`src/rtl/frame_dump_ctrl_pkg.sv`:
```
// +----------------------------------------------------------------------+
// | frame_dump_ctrl_pkg: shared state encoding, frame geometry defaults  |
// | and header constants for the frame dump controller.                  |
// | Revision: 1.0                                                        |
// +----------------------------------------------------------------------+
`default_nettype none

package frame_dump_ctrl_pkg;

  typedef enum logic [2:0] {
    ST_IDLE   = 3'd0,
    ST_HDR    = 3'd1,
    ST_ADDR   = 3'd2,
    ST_RDWAIT = 3'd3,
    ST_LATCH  = 3'd4,
    ST_SEND   = 3'd5,
    ST_DONE   = 3'd6
  } state_t;

  localparam int          DEF_COLS  = 40;
  localparam int          DEF_ROWS  = 30;
  localparam logic [7:0]  DEF_SYNC0 = 8'h55;
  localparam logic [7:0]  DEF_SYNC1 = 8'hAA;

  // Byte selector for the word register; index 0 is the most significant byte.
  function automatic logic [7:0] word_byte(input logic [31:0] w, input logic [1:0] idx);
    case (idx)
      2'd0:    return w[31:24];
      2'd1:    return w[23:16];
      2'd2:    return w[15:8];
      default: return w[7:0];
    endcase
  endfunction

endpackage

`default_nettype wire

```
`src/rtl/uart_holdoff_timer.sv`:
```
// +----------------------------------------------------------------------+
// | uart_holdoff_timer: saturating idle counter that grants a UART write |
// | only after the line has been quiet for 2**HOLDOFF_W-1 cycles.        |
// | Revision: 1.0                                                        |
// +----------------------------------------------------------------------+
`default_nettype none

module uart_holdoff_timer #(
  parameter int HOLDOFF_W = 13
) (
  input  logic clk,
  input  logic rst,
  input  logic busy,
  input  logic wr,
  output logic ready
);

  logic [HOLDOFF_W-1:0] cnt_q;

  always_ff @(posedge clk or posedge rst) begin
    if (rst) begin
      cnt_q <= '0;
    end else if (busy || wr) begin
      cnt_q <= '0;
    end else if (cnt_q != '1) begin
      cnt_q <= cnt_q + HOLDOFF_W'(1);
    end
  end

  assign ready = (&cnt_q) & ~busy & ~wr;

endmodule

`default_nettype wire

```
`src/rtl/frame_dump_ctrl.sv`:
```
// +----------------------------------------------------------------------+
// | frame_dump_ctrl: streams a downsampled frame to a UART as a 2-byte   |
// | sync header followed by every 32-bit buffer word, MSB first.         |
// | Revision: 1.0                                                        |
// +----------------------------------------------------------------------+
`default_nettype none

module frame_dump_ctrl
  import frame_dump_ctrl_pkg::*;
#(
  parameter int         COLS      = DEF_COLS,
  parameter int         ROWS      = DEF_ROWS,
  parameter int         HOLDOFF_W = 13,
  parameter logic [7:0] SYNC0     = DEF_SYNC0,
  parameter logic [7:0] SYNC1     = DEF_SYNC1
) (
  input  logic        sys_clk_i,
  input  logic        sys_rst_i,
  input  logic        start_i,
  input  logic        continuous_i,
  output logic [5:0]  read_x_o,
  output logic [4:0]  read_y_o,
  input  logic [31:0] read_q_i,
  input  logic        uart_busy_i,
  output logic        uart_wr_o,
  output logic [7:0]  uart_dat_o,
  output logic        busy_o,
  output logic        frame_done_o
);

  localparam logic [5:0] X_LAST = 6'(COLS - 1);
  localparam logic [4:0] Y_LAST = 5'(ROWS - 1);

  state_t      state_q;
  logic [5:0]  x_q;
  logic [4:0]  y_q;
  logic [1:0]  idx_q;
  logic [31:0] word_q;
  logic        wr_q;
  logic [7:0]  dat_q;
  logic        busy_q;
  logic        done_q;
  logic        wr_ok;

  uart_holdoff_timer #(
    .HOLDOFF_W (HOLDOFF_W)
  ) u_holdoff (
    .clk   (sys_clk_i),
    .rst   (sys_rst_i),
    .busy  (uart_busy_i),
    .wr    (wr_q),
    .ready (wr_ok)
  );

  always_ff @(posedge sys_clk_i or posedge sys_rst_i) begin
    if (sys_rst_i) begin
      state_q <= ST_IDLE;
      x_q     <= '0;
      y_q     <= '0;
      idx_q   <= '0;
      word_q  <= '0;
      wr_q    <= 1'b0;
      dat_q   <= '0;
      busy_q  <= 1'b0;
      done_q  <= 1'b0;
    end else begin
      wr_q   <= 1'b0;
      done_q <= 1'b0;
      case (state_q)
        ST_IDLE: begin
          if (start_i) begin
            state_q <= ST_HDR;
            x_q     <= '0;
            y_q     <= '0;
            idx_q   <= '0;
            busy_q  <= 1'b1;
          end
        end
        // idx_q doubles as the header byte counter before the first word.
        ST_HDR: begin
          if (wr_ok) begin
            wr_q <= 1'b1;
            if (idx_q == 2'd0) begin
              dat_q <= SYNC0;
              idx_q <= 2'd1;
            end else begin
              dat_q   <= SYNC1;
              idx_q   <= 2'd0;
              state_q <= ST_ADDR;
            end
          end
        end
        ST_ADDR:   state_q <= ST_RDWAIT;
        ST_RDWAIT: state_q <= ST_LATCH;
        ST_LATCH: begin
          word_q  <= read_q_i;
          idx_q   <= 2'd0;
          state_q <= ST_SEND;
        end
        ST_SEND: begin
          if (wr_ok) begin
            wr_q  <= 1'b1;
            dat_q <= word_byte(word_q, idx_q);
            idx_q <= idx_q + 2'd1;
            if (idx_q == 2'd3) begin
              if (x_q == X_LAST && y_q == Y_LAST) begin
                state_q <= ST_DONE;
                done_q  <= 1'b1;
              end else begin
                if (x_q == X_LAST) begin
                  x_q <= '0;
                  y_q <= y_q + 5'd1;
                end else begin
                  x_q <= x_q + 6'd1;
                end
                state_q <= ST_ADDR;
              end
            end
          end
        end
        ST_DONE: begin
          if (continuous_i) begin
            state_q <= ST_HDR;
            x_q     <= '0;
            y_q     <= '0;
            idx_q   <= '0;
          end else begin
            state_q <= ST_IDLE;
            busy_q  <= 1'b0;
          end
        end
        default: begin
          state_q <= ST_IDLE;
          busy_q  <= 1'b0;
        end
      endcase
    end
  end

  assign read_x_o     = x_q;
  assign read_y_o     = y_q;
  assign uart_wr_o    = wr_q;
  assign uart_dat_o   = dat_q;
  assign busy_o       = busy_q;
  assign frame_done_o = done_q;

endmodule

`default_nettype wire

```
`config.mk`:
```
export PLATFORM = sky130hd
export DESIGN_NAME = frame_dump_ctrl
export DESIGN_NICKNAME = d
export VERILOG_FILES = /design/src/rtl/frame_dump_ctrl_pkg.sv /design/src/rtl/uart_holdoff_timer.sv /design/src/rtl/frame_dump_ctrl.sv
export SDC_FILE = /design/constraint.sdc
export NUM_CORES = 1
export LEC_CHECK = 0
export BUFFER_PORTS_ARGS = -buffer_cell sky130_fd_sc_hd__buf_2
export CAP_MARGIN = 5
export CORE_MARGIN = 1
export CORE_UTILIZATION = 56
export DETAILED_ROUTE_END_ITERATION = 6
export PLACE_DENSITY = 0.84
export RECOVER_POWER = 25
export SYNTH_ARGS = -nofsm -noshare
export SYNTH_HDL_FRONTEND = slang
export SYNTH_SLANG_ARGS = --single-unit
```
`constraint.sdc`:
```
create_clock -name sys_clk_i -period 3.2 [get_ports sys_clk_i]
set_clock_uncertainty 0.05 [all_clocks]
set_input_delay 0.64 -clock sys_clk_i [delete_from_list [all_inputs] [get_ports sys_clk_i]]
set_output_delay 0.64 -clock sys_clk_i [all_outputs]
set_load 0.005 [all_outputs]
```
---- Word-level counts from Yosys, hierarchy flattened ----
Cells that the tools add are included.
storage, ports and cells
  input bits .............................. 37
  register bits ........................... 72
  logic and storage cells ................. 101
operators by class
  bitwise logic cells ..................... 5
  muxes and demuxes ....................... 44
  equal/unequal tests ..................... 21
  reduce and logical (&&, ||, !) cells .... 17
  add/subtract/negate cells ............... 4
operators with widths
  kind                     number
  $mux W6                  6
  $mux W5                  6
  $mux W13                 2
  $mux W8                  3
  $pmux W8 S3              1
  $pmux W3 S7              1
  $mux W3                  6
  $pmux W6 S3              1
  $pmux W8 S2              1
  $pmux W5 S3              1
  $ne A2 B2 Y1 const B     7
  $add A13 B1 Y13 const B  1
  $ne A13 B13 Y1 const B   1
  $reduce_and A13 Y1       1
  $mux W1                  10
  $pmux W2 S5              1
  $reduce_and A5 Y1        2
  $eq A3 B3 Y1 const B     3
  $mux W2                  4
  $reduce_and A7 Y1        1
  $add A6 B1 Y6 const B    1
  $eq A3 B2 Y1 const B     2
  $eq A6 B6 Y1 const B     1
  $reduce_and A3 Y1        2
  other kinds (20)         26

---- Depth between registers and ports, before layout ----
Gate-level depths: netlist of run 1.
  depth after elaboration ................. 6
  gate-level depth with buffers ........... 8
  gate-level depth less buffers ........... 7

---- Cells and area by module ----
Synthesis of run 1 repeated with hierarchy kept, for this count alone.
second synthesis, totals
  cell total of the unflattened synthesis .. 329
  area, all modules ....................... 3590.9 µm²
by module, submodules not included
  module              instances  cells each  sequential area each (µm²)  area an instance (µm²)
  frame_dump_ctrl     1          257         1476.4                      2876.5
  uart_holdoff_timer  1          72          325.3                       714.4

---- Worst setup path after synthesis of run 1 ----
OpenSTA, ideal clock, no wires.
  path kind ............................... input port to flip-flop
  start point ............................. input uart_busy_i
  end point ............................... register dat_q[1], in the netlist uart_dat_o[1]
  library setup time ...................... 0.125 ns
  data arrival time ....................... 1.898 ns
  buffers on the path ..................... 1
  stages .................................. 4
  slack ................................... 1.127 ns
  required time ........................... 3.025 ns
  path through ............................ or2_2 -> or4_4 -> buf_2 -> mux2_4
on the way
  cells in the longest elaborated chain, start to end .. 5
RTL lines
  element                                 RTL line                  text
  from (decl)                             frame_dump_ctrl.sv:24     input logic uart_busy_i,
  $not A1 Y1 (*)                          uart_holdoff_timer.sv:30  assign ready = (&cnt_q) & ~busy & ~wr;
  $and A1 B1 Y1 (*) (2 in series)         uart_holdoff_timer.sv:30
  $ne A2 B1 Y1 (no source line)           --
  $reduce_and A3 Y1 (no source line) (*)  --
  to (signal assigned)                    frame_dump_ctrl.sv:103    dat_q <= word_byte(word_q, idx_q);
  to (decl)                               frame_dump_ctrl.sv:40     logic [7:0] dat_q;
Mark *: on every way between the ends. The rest lies on a longest branch, timed or not.
A chain may end at the register's enable or synchronous reset.

---- Final worst setup path of run 1 ----
  start point ............................. register u_holdoff.cnt_q[0]
  end point ............................... register dat_q[3], in the netlist uart_dat_o[3]
on the way
  cells in the longest elaborated chain, start to end .. 5
RTL lines
  element                                 RTL line                  text
  from (decl)                             uart_holdoff_timer.sv:18  logic [HOLDOFF_W-1:0] cnt_q;
  from (signal assigned)                  uart_holdoff_timer.sv:26  cnt_q <= cnt_q + HOLDOFF_W'(1);
  $reduce_and A13 Y1 (*)                  uart_holdoff_timer.sv:30
  $and A1 B1 Y1 (*) (2 in series)         uart_holdoff_timer.sv:30
  $ne A2 B1 Y1 (no source line)           --
  $reduce_and A3 Y1 (no source line) (*)  --
Marks and branches as above.

==> results.rst, run 1 <==
.. list-table::
   :header-rows: 1

   * - Metric
     - Value
   * - Outcome
     - finished with violations
   * - Violated checks
     - max-capacitance violations, max-slew violations
   * - Most numerous cell in the Yosys netlist
     - dfrtp_1
   * - Metal3 WL
     - 465 um
   * - Cell area after synthesis
     - 3570 um2
   * - Kind of end point of the critical path
     - register
   * - Pre-Repair DR Iteration Count
     - 5
   * - Height of the chip
     - 81.8 um
   * - Area contributors post-synth
     - dfrtp_1 51%, mux2_2 11%, o21ai_0 5.8%
   * - Number of placement rows
     - 28
   * - Number of input and output port buffers inserted
     - 58
   * - Worst Max-Slew Pin Slew
     - 1.73 ns
   * - Distinct cells, synth
     - 45
   * - Worst Path Arrival
     - 2.75 ns
   * - Weighted congestion reported at the end of routability-driven placement
     - 0.841
   * - Average detailed-routed wire length per instance
     - 16.8 um
   * - H-tree Lvls
     - 3
   * - Setup violators final
     - 0
   * - Clock-pin slew on the worst setup and hold paths
     - 0.08 ns
   * - Most numerous cell types in the synthesized netlist
     - 72 x dfrtp_1, 41 x o21ai_0, 35 x mux2_2
   * - Fraction of final layout cells with drive strength greater than 1
     - 30.9%
   * - Synthesized flop and latch total
     - 72
   * - Core ar.
     - 6030 um2
   * - Worst-skew pair later-pin latency
     - 0.35 ns
   * - Die X
     - 81.8 um
   * - Worst IR Drop VDD
     - 0.000320 V
   * - DRT antenna net count
     - 0
   * - Routed Wire Length
     - 7.77 mm
   * - Clock tree from TritonCTS
     - yes
   * - Overflow after GRT
     - 0
   * - Met2 routed WL
     - 3.76 mm
   * - Minimum period implied by the final worst setup slack
     - 2.57 ns
   * - Syn nets
     - 376
   * - Master of the slowest instance on the critical path
     - or4_4
   * - Share of synthesized area occupied by flip-flops and latches
     - 50.5%
   * - Number of buffers added to fix hold violations after cts
     - 0
   * - Fin area
     - 4100 um2
   * - Worst min-delay path category
     - reg2reg
   * - Period utilization
     - 80.2%
   * - Met1 Routed Length
     - 3.40 mm
   * - Maximum buffer depth of the clock tree
     - 2
   * - NumNets Final
     - 428
   * - Number of global-route vias before repair
     - 2685
   * - Effective utilization at floorplan
     - 59.2%
   * - Pin count of the biggest net entering global routing
     - 73
   * - Main synth FF type
     - dfrtp_1
   * - Clock buffer count from CTS
     - 9
   * - Master cell of the clock root buffer
     - clkbuf_8
   * - Sinks on the clock net
     - 72
   * - Critical path class
     - reg2reg
   * - Rel. slew slack
     - -15.1%
   * - Library cell with the largest summed area after synthesis
     - dfrtp_1
   * - Post-synthesis average cell area
     - 10.8 um2
   * - First-pass GRT wire length
     - 12.7 mm
   * - CTS resizes
     - 0
   * - Syn Inst Count
     - 331
   * - Number of inserted diodes
     - 0
   * - Number of max-slew violations in the final report
     - 73
   * - Crit Path Max Fanout
     - 12
   * - Chain of cells forming the critical path
     - ha_1, and3_1, nand4_1, or4_4, mux2_4
   * - Number of synthesized flops with an enable pin
     - 0
   * - Data required time of the critical path
     - 3.38 ns
   * - Number of vias after detailed routing
     - 2861
   * - Final hold viol count
     - 0
   * - Share of flip-flops with an asynchronous set or reset after synthesis
     - 100%
   * - Via density per instance
     - 6.18
   * - Highest metal layer with signal wires
     - met4
   * - Number of maximum-capacitance violations
     - 1
   * - Die area
     - 6690 um2
   * - Power density normalized to cell area
     - 460 nW/um2
   * - Detailed Place HPWL
     - 5.31 mm
   * - Crit start category
     - register
   * - DRC violation count after routing
     - 0
   * - Critical Path Max Stage Delay
     - 0.69 ns
   * - Layout overhead on the synthesized area
     - 14.8%
   * - Yosys warnings
     - 0
   * - I/O pins
     - 59
   * - Buffers inserted by post-CTS timing repair
     - 0
   * - Number of antenna violations at the first check in global routing
     - 0
   * - Top cell type's share of synthesized area
     - 50.5%
   * - Static leakage
     - 1.95 nW
   * - Number of DRC markers after the initial detailed-route iteration
     - 218
   * - Top Family by Delay on Critical Path
     - simple AND/OR/NAND/NOR gates
   * - Buf+Inv Stages, Crit Path
     - 0
   * - Fmax
     - 389 MHz
   * - Setup TNS
     - 0 ns
   * - Tot GR Track Use
     - 25.3%
   * - Setup repair after global routing missed its margin
     - no
   * - Number of fillers in the final layout
     - 459
   * - Post-placement cell area
     - 3890 um2
[power breakdown]
part / internal [W] / switching, W / leakage, nW / total (W)
registers: 0.000939 / 0.0000204 / 0.941 / 0.000959
logic: 0.0000550 / 0.0000673 / 0.902 / 0.000122
clock network: 0.000459 / 0.000343 / 0.106 / 0.000802
total: 0.00145 / 0.000430 / 1.95 / 0.00188
[logic make-up (layout without fill, tap and decap cells)]
family,count (synthesis),after routing,synth area share [%]
AOI/OAI and AO/OA,82,82,14.0
xor gates and xnor gates,7,7,1.72
adders and majority gates,8,8,2.81
buffers and inverters,34,91,4.25
DFF,72,72,50.5
muxes,40,40,12.7
and+or+nand+nor,88,88,13.9
[flip-flops by register name, summed over array words and instances, names as in the netlist]
register,flops
busy_o,1
frame_done_o,1
idx_q,2
read_x_o,6
read_y_o,5
state_q,3
u_holdoff.cnt_q,13
uart_dat_o,8
uart_wr_o,1
word_q,32
[worst min-delay path, stage by stage, from the launching register on]
cell	delay [ns]
dfrtp_1	0.35
nand2_1	0.05
o21ai_0	0.06
[final timing paths]
check                      depth (start not counted)                      startpoint                   endpoint  slack (ns)
setup / recovery                                   5  u_holdoff.cnt_q[0]$_DFFE_PP0P_  uart_dat_o[3]$_DFFE_PP0P_        0.63
hold / removal                                     2       uart_dat_o[4]$_DFFE_PP0P_  uart_dat_o[4]$_DFFE_PP0P_        0.44
setup reg to reg                                   5  u_holdoff.cnt_q[0]$_DFFE_PP0P_  uart_dat_o[3]$_DFFE_PP0P_        0.63
hold reg to reg                                    2       uart_dat_o[4]$_DFFE_PP0P_  uart_dat_o[4]$_DFFE_PP0P_        0.44
max in group asynchronous                          3                       sys_rst_i  uart_dat_o[3]$_DFFE_PP0P_        1.23
min in group asynchronous                          3                       sys_rst_i     word_q[23]$_DFFE_PP0N_        0.81
[layout by cell type, fill, tap and decap left out, types with 3 or more instances in the layout]
master and n:
buf_2 58, mux2i_1 3, nand4_1 10, clkbuf_8 10, nor3_1 3, nor2_1 20, nand2_1 21, dfrtp_1 72
o31ai_1 3, a21oi_1 10, o21ai_0 41, a222oi_1 4, mux2_2 35, ha_1 8, xor2_1 5, nand3_1 7
a22oi_1 9, and3_1 4, a31oi_1 5, inv_1 14, and4_1 3, or4_1 4
[metal layers]
layer	GRT usage, %	vias up
met3	4.33	16
met1	35.0	1415
met4	11.4	0
met5	0	-
li1	-	1307
met2	39.1	123
[stage by stage]
step | total power (W) | setup WS [ns] | hold WS (ns) | instances | util (%)
6_report | 0.00188 | 0.632 | 0.443 | 463 | 68.0
5_1_grt | 0.00195 | 0.500 | 0.461 | 463 | 68.0
4_1_cts | 0.00189 | 0.676 | 0.324 | 463 | 68.2
3_5_place_dp | 0.00110 | 0.703 | 0.435 | 447 | 64.5
3_3_place_gp | 0.00109 | 0.817 | 0.420 | 447 | 64.5
2_1_floorplan | 0.00105 | 0.685 | 0.423 | 331 | -
[final cells by class]
cell class | instances | area (um2) | area share, %
clock buffer | 11 | 141 | 3.45
clock inverter | 5 | 80.1 | 1.96
inverter | 14 | 52.6 | 1.28
multi-input combinational | 225 | 1620 | 39.4
sequential | 72 | 1800 | 44.0
tap | 75 | 93.8 | 2.29
timing repair buffer | 61 | 310 | 7.58
Note: power is estimated with default switching activity, not from simulation.
==> inputs of run 2 (changes only) <==
--- a/config.mk
+++ b/config.mk
@@ -8,9 +8,9 @@
 export BUFFER_PORTS_ARGS = -buffer_cell sky130_fd_sc_hd__buf_2
 export CAP_MARGIN = 5
 export CORE_MARGIN = 1
-export CORE_UTILIZATION = 56
+export CORE_UTILIZATION = 51
 export DETAILED_ROUTE_END_ITERATION = 6
-export PLACE_DENSITY = 0.84
+export PLACE_DENSITY = 0.81
 export RECOVER_POWER = 25
 export SYNTH_ARGS = -nofsm -noshare
 export SYNTH_HDL_FRONTEND = slang
==> constraint.sdc (replaced) <==
create_clock -name sys_clk_i -period 2.3 [get_ports sys_clk_i]
set_clock_uncertainty 0.05 [all_clocks]
set_input_delay 0.46 -clock sys_clk_i [delete_from_list [all_inputs] [get_ports sys_clk_i]]
set_output_delay 0.46 -clock sys_clk_i [all_outputs]
set_load 0.005 [all_outputs]
==> run 2 against run 1 <==
Net effect:
- the flow now finishes without violations
- utilization shrank 6.0 points
- count of clock-buffer cells in the layout down 1
- global-route usage is 3.7 points lower
- sequential share of layout area is 0.99 points lower
- die area up 9.6%
- largest cell class unchanged
- highest routed layer unchanged
==> results.rst, run 2 (synthesized netlist as in run 1, its figures left out) <==
.. list-table::
   :header-rows: 1

   * - Metric
     - Value
   * - Master of the slowest instance on the critical path
     - or4_1
   * - Critical Path Max Stage Delay
     - 0.41 ns
   * - Number of antenna violations at the first check in global routing
     - 0
   * - Critical register-to-register path endpoint
     - read_x_o[4]$_DFFE_PP0P_
   * - Crit Path Max Fanout
     - 7
   * - Die area
     - 7330 um2
   * - Height of the chip
     - 85.6 um
   * - Crit start category
     - register
   * - Pin count of the biggest net entering global routing
     - 52
   * - Buffers inserted by post-CTS timing repair
     - 0
   * - NumNets Final
     - 437
   * - Routed Wire Length
     - 7.56 mm
   * - H-tree Lvls
     - 3
   * - Worst IR Drop VDD
     - 0.000363 V
   * - Number of buffers added to fix hold violations after cts
     - 0
   * - Worst Path Arrival
     - 2.37 ns
   * - Number of placement rows
     - 30
   * - Worst min-delay path category
     - in2async
   * - Setup TNS
     - 0 ns
   * - Setup violators final
     - 0
   * - Outcome
     - finished clean
   * - Most used cells in the layout excluding fill and tap cells
     - 72 x dfrtp_1, 59 x buf_2, 41 x o21ai_0
   * - Number of max-slew violations in the final report
     - 0
   * - Weighted congestion reported at the end of routability-driven placement
     - 0.838
   * - Via density per instance
     - 5.76
   * - Setup repair after global routing missed its margin
     - no
   * - Clock-pin slew on the worst setup and hold paths
     - 0.08 ns
   * - Tot GR Track Use
     - 21.7%
   * - DRC violation count after routing
     - 0
   * - Number of maximum-capacitance violations
     - 0
   * - Number of inserted diodes
     - 0
   * - Kind of end point of the critical path
     - register
   * - Number of fillers in the final layout
     - 579
   * - Total Power Consumption
     - 0.00262 W
   * - Master cell of the clock root buffer
     - clkbuf_8
   * - Worst Max-Slew Pin Slew
     - 1.10 ns
   * - Effective utilization at floorplan
     - 52.8%
   * - Chain of cells forming the critical path
     - ha_1, and3_1, and4_1, buf_4, nand4_1, or4_1, o21ai_0
   * - Sinks on the clock net
     - 72
   * - Number of vias after detailed routing
     - 2748
   * - Finished Core Util
     - 62.0%
   * - Pre-Repair DR Iteration Count
     - 4
   * - Critical path class
     - reg2reg
   * - Core ar.
     - 6760 um2
   * - CTS resizes
     - 0
   * - Maximum buffer depth of the clock tree
     - 2
   * - Static leakage
     - 2.00 nW
   * - R2R depth
     - 7
   * - I/O pins
     - 59
   * - Overflow after GRT
     - 0
   * - Power density normalized to cell area
     - 626 nW/um2
   * - Rel. slew slack
     - 26.6%
   * - Final hold viol count
     - 0
   * - Buf+Inv Stages, Crit Path
     - 1
   * - Data required time of the critical path
     - 2.50 ns
   * - First-pass GRT wire length
     - 12.4 mm
   * - Layout overhead on the synthesized area
     - 17.5%
   * - Top Family by Delay on Critical Path
     - simple AND/OR/NAND/NOR gates
   * - Setup slack of the worst register-to-register path
     - 0.12 ns
   * - Period utilization
     - 94.6%
   * - Worst-skew pair later-pin latency
     - 0.34 ns
   * - DRT antenna net count
     - 0
   * - Fraction of final layout cells with drive strength greater than 1
     - 33.0%
   * - Largest register FFs
     - 32
   * - Commonest non-fill, non-tap cell in the layout
     - dfrtp_1
   * - Number of DRC markers after the initial detailed-route iteration
     - 195
   * - Detailed Place HPWL
     - 5.53 mm
   * - Clock buffer count from CTS
     - 9
   * - Number of input and output port buffers inserted
     - 58
   * - Fmax
     - 460 MHz
   * - Average detailed-routed wire length per instance
     - 15.8 um
   * - Number of global-route vias before repair
     - 2677
   * - Die X
     - 85.6 um
   * - Minimum period implied by the final worst setup slack
     - 2.18 ns
   * - Clock tree from TritonCTS
     - yes
   * - Launch instance of the worst register-to-register path
     - u_holdoff.cnt_q[0]$_DFFE_PP0P_
   * - Largest reg by FF count
     - word_q
## run 2: worst register-to-register path, cell delays in order, from the launching register on
cell and delay, ns:
dfrtp_1 0.40, ha_1 0.22, and3_1 0.28, and4_1 0.34
buf_4 0.18, nand4_1 0.12, or4_1 0.41, o21ai_0 0.10
## run 2: how the worst max path moves through the flow
stage | start | endpoint | slack [ns] | cells after the start
floorplan | u_holdoff.cnt_q[0]$_DFFE_PP0P_ | uart_dat_o[1]$_DFFE_PP0P_ | 0.27 | 7
global placement | uart_busy_i | uart_dat_o[3]$_DFFE_PP0P_ | 0.24 | 4
detailed placement | uart_busy_i | read_x_o[4]$_DFFE_PP0P_ | 0.17 | 7
CTS | u_holdoff.cnt_q[0]$_DFFE_PP0P_ | read_x_o[4]$_DFFE_PP0P_ | 0.17 | 7
global route | u_holdoff.cnt_q[0]$_DFFE_PP0P_ | read_x_o[4]$_DFFE_PP0P_ | 0.01 | 7
finish | u_holdoff.cnt_q[0]$_DFFE_PP0P_ | read_x_o[4]$_DFFE_PP0P_ | 0.12 | 7
## run 2: final cells by class
| type | count | area, um2 | area share [%] |
|---|---|---|---|
| Clock buffer | 10 | 138 | 3.29 |
| Clock inverter | 6 | 90.1 | 2.15 |
| Inverter | 14 | 53.8 | 1.28 |
| Multi-Input combinational cell | 225 | 1620 | 38.6 |
| Sequential cell | 72 | 1800 | 43.0 |
| Tap cell | 80 | 100 | 2.39 |
| Timing Repair Buffer | 70 | 390 | 9.32 |
## run 2: routing by layer
metal  GRT usage (%)  wire length [um]
met3            3.46               255
met4            9.39               114
met1            28.5              3390
met5               0                 0
met2            35.6              3800
## run 2: metrics by stage
step / worst slack (ns) / std cells / hold slack (ns) / instance area [um2]
after floorplan: 0.270 / 331 / 0.423 / 3570
after global placement: 0.236 / 461 / 0.433 / 3980
after detailed placement: 0.172 / 461 / 0.430 / 3980
after CTS: 0.166 / 477 / 0.107 / 4210
after global routing: 0.0118 / 477 / 0.279 / 4190
final: 0.125 / 477 / 0.221 / 4190
## run 2: power breakdown
group | total, W | switching (W) | internal [W]
registers | 0.00133 | 0.0000272 | 0.00131
logic | 0.000172 | 0.0000941 | 0.0000779
clock network | 0.00112 | 0.000474 | 0.000644
==> inputs of run 3 (changes only) <==
--- a/config.mk
+++ b/config.mk
@@ -7,11 +7,13 @@
 export LEC_CHECK = 0
 export BUFFER_PORTS_ARGS = -buffer_cell sky130_fd_sc_hd__buf_2
 export CAP_MARGIN = 5
+export CORE_ASPECT_RATIO = 1.1
 export CORE_MARGIN = 1
 export CORE_UTILIZATION = 51
 export DETAILED_ROUTE_END_ITERATION = 6
 export PLACE_DENSITY = 0.81
 export RECOVER_POWER = 25
+export SLEW_MARGIN = 20
 export SYNTH_ARGS = -nofsm -noshare
 export SYNTH_HDL_FRONTEND = slang
 export SYNTH_SLANG_ARGS = --single-unit
==> run 3 against run 2 <==
Net effect:
- count of clock-buffer cells in the layout shrank 1
- utilization grew 1.3 points
- sequential cell count is the same
- worst hold slack gained 0.068 ns
- via count grew 4.4%
- power shrank 4.7%
- register-to-register slack lost 0.05 ns
- combinational power grew 7%
- fmax shrank 2.1%
- wire length grew 3.1%
- critical path depth is the same
- die area is essentially flat
- largest cell class unchanged
==> results.rst, run 3 (synthesized netlist as in run 1, its figures left out) <==
.. list-table::
   :header-rows: 1

   * - Metric
     - Value
   * - Critical register-to-register path endpoint
     - idx_q[1]$_DFFE_PP0P_
   * - Height of the chip
     - 89.7 um
   * - NumNets Final
     - 442
   * - Fin worst setup slack
     - 0.0784 ns
   * - Number of max-slew violations in the final report
     - 0
   * - Chain of cells forming the critical path
     - ha_2, and3_2, nand4_1, buf_4, or4_1, o21ai_0, mux2i_1
   * - Sequential share of power
     - 53.3%
   * - DRT antenna net count
     - 0
   * - Kind of end point of the critical path
     - register
   * - Net switching power
     - 0.000608 W
   * - Weighted congestion reported at the end of routability-driven placement
     - 0.858
   * - Storage cell area
     - 1800 um2
   * - Fmax
     - 450 MHz
   * - Layout overhead on the synthesized area
     - 18.4%
   * - Data required time of the critical path
     - 2.52 ns
   * - Number of DRC markers after the initial detailed-route iteration
     - 228
   * - Period utilization
     - 96.6%
   * - Power density normalized to cell area
     - 592 nW/um2
   * - Detailed Place HPWL
     - 5.45 mm
   * - Crit Path Max Fanout
     - 7
   * - Top Family by Delay on Critical Path
     - simple AND/OR/NAND/NOR gates
   * - Number of inserted diodes
     - 0
   * - Most used cells in the layout excluding fill and tap cells
     - 72 x dfrtp_1, 58 x buf_2, 41 x o21ai_0
   * - Cell internal pwr
     - 0.00189 W
   * - Master of the slowest instance on the critical path
     - or4_1
   * - Non-filler instance count after layout
     - 484
   * - Commonest non-fill, non-tap cell in the layout
     - dfrtp_1
   * - Critical Path Max Stage Delay
     - 0.42 ns
   * - Routed Wire Length
     - 7.80 mm
   * - Number of global-route vias before repair
     - 2795
   * - Combinational Power Share
     - 7.4%
   * - CP Capture Point
     - idx_q[1]$_DFFE_PP0P_
   * - Footprint of the multi-input gates
     - 1630 um2
   * - First-pass GRT wire length
     - 12.8 mm
   * - Worst min-delay path category
     - in2reg
   * - Pre-CTS WS
     - 0.134 ns
   * - Pre-Repair DR Iteration Count
     - 4
   * - DRC violation count after routing
     - 0
   * - Finished Core Util
     - 63.3%
   * - Worst Max-Slew Pin Slew
     - 1.29 ns
   * - Final hold viol count
     - 0
   * - Number of antenna violations at the first check in global routing
     - 0
   * - Critical path depth in cells
     - 7
   * - Number of input and output port buffers inserted
     - 58
   * - Average detailed-routed wire length per instance
     - 16.1 um
   * - Die X
     - 81.7 um
   * - Sinks on the clock net
     - 72
   * - Buf+Inv Stages, Crit Path
     - 1
   * - Setup violators final
     - 0
   * - Maximum buffer depth of the clock tree
     - 2
   * - Largest reg by FF count
     - word_q
   * - Clock buffer count from CTS
     - 9
   * - R2R depth
     - 7
   * - Critical path class
     - reg2reg
   * - Hold Slack
     - 0.289 ns
   * - I/O pins
     - 59
   * - Number of maximum-capacitance violations
     - 0
   * - Master cell of the clock root buffer
     - clkbuf_8
   * - Fraction of final layout cells with drive strength greater than 1
     - 34.3%
   * - Sw Share
     - 24.3%
   * - Clock tree from TritonCTS
     - yes
   * - Tot GR Track Use
     - 22.8%
   * - Launch instance of the worst register-to-register path
     - u_holdoff.cnt_q[0]$_DFFE_PP0P_
   * - Number of placement rows
     - 31
   * - Clock-pin slew on the worst setup and hold paths
     - 0.08 ns
   * - Minimum period implied by the final worst setup slack
     - 2.22 ns
   * - Clock network fraction of total power
     - 39.3%
   * - Overflow after GRT
     - 0
   * - Number of vias after detailed routing
     - 2868
   * - Fin area
     - 4220 um2
   * - Effective utilization at floorplan
     - 53.5%
   * - Pin count of the biggest net entering global routing
     - 45
   * - Worst IR Drop VDD
     - 0.000412 V
   * - Via density per instance
     - 5.93
   * - Rel. slew slack
     - 13.4%
   * - Crit. Startpoint
     - u_holdoff.cnt_q[0]$_DFFE_PP0P_
   * - Post-placement cell area
     - 3970 um2
   * - Setup slack of the worst register-to-register path
     - 0.08 ns
   * - Number of fillers in the final layout
     - 533
   * - Crit start category
     - register
   * - Static leakage
     - 2.00 nW
   * - Worst Path Arrival
     - 2.44 ns
   * - H-tree Lvls
     - 3
   * - Worst-skew pair later-pin latency
     - 0.35 ns
   * - Die area
     - 7330 um2
   * - Total placed cells including tap cells
     - 462
   * - Largest register FFs
     - 32
   * - Core ar.
     - 6670 um2
   * - Outcome
     - finished clean
[run 3: final cells by class]
type / instances / area share, %
clock inverters: 7 / 1.72
clock buffers: 9 / 2.94
inverters: 14 / 1.27
flip-flops and latches: 72 / 42.7
repair buffers: 74 / 10.3
multi-input cells: 226 / 38.6
well taps: 82 / 2.43
[run 3: worst min-delay path by stage]
stage	to	slack, ns	depth (start not counted)	from
floorplan	uart_dat_o[0]$_DFFE_PP0P_	0.42	2	uart_dat_o[0]$_DFFE_PP0P_
global placement	uart_dat_o[2]$_DFFE_PP0P_	0.43	2	uart_dat_o[2]$_DFFE_PP0P_
detailed placement	uart_dat_o[2]$_DFFE_PP0P_	0.44	2	uart_dat_o[2]$_DFFE_PP0P_
CTS	word_q[27]$_DFFE_PP0N_	0.15	2	sys_rst_i
global route	word_q[8]$_DFFE_PP0N_	0.27	2	read_q_i[8]
finish	word_q[8]$_DFFE_PP0N_	0.29	2	read_q_i[8]
[run 3: power groups by stage]
stage / Combinational (W) / Sequential, W / Clock [W]
2_1_floorplan: 0.000105 / 0.00135 / 0
3_3_place_gp: 0.000170 / 0.00135 / 0
3_5_place_dp: 0.000177 / 0.00136 / 0
4_1_cts: 0.000177 / 0.00133 / 0.00100
5_1_grt: 0.000208 / 0.00134 / 0.00107
6_report: 0.000184 / 0.00133 / 0.000984
[run 3: metal layers]
layer / track usage, % / vias to the layer above / share of wire [%]
li1: - / 1337 / -
met1: 29.3 / 1403 / 42
met2: 35.3 / 103 / 50
met3: 4.67 / 25 / 5.2
met4: 13.0 / 0 / 3.2
met5: 0 / - / 0
[run 3: stage by stage]
step / TNS (ns) / total power [W]
3_5_place_dp: 0 / 0.00153
3_3_place_gp: 0 / 0.00152
6_report: 0 / 0.00250
5_1_grt: -0.0460 / 0.00262
4_1_cts: 0 / 0.00251
2_1_floorplan: 0 / 0.00146
[run 3: repair_timing]
action                     4_1_cts  5_1_grt
setup buffers                    0        5
setup endpoints to repair        0        5
gates resized for setup          0        3
hold buffers                     0        0
hold endpoints to repair         0        0
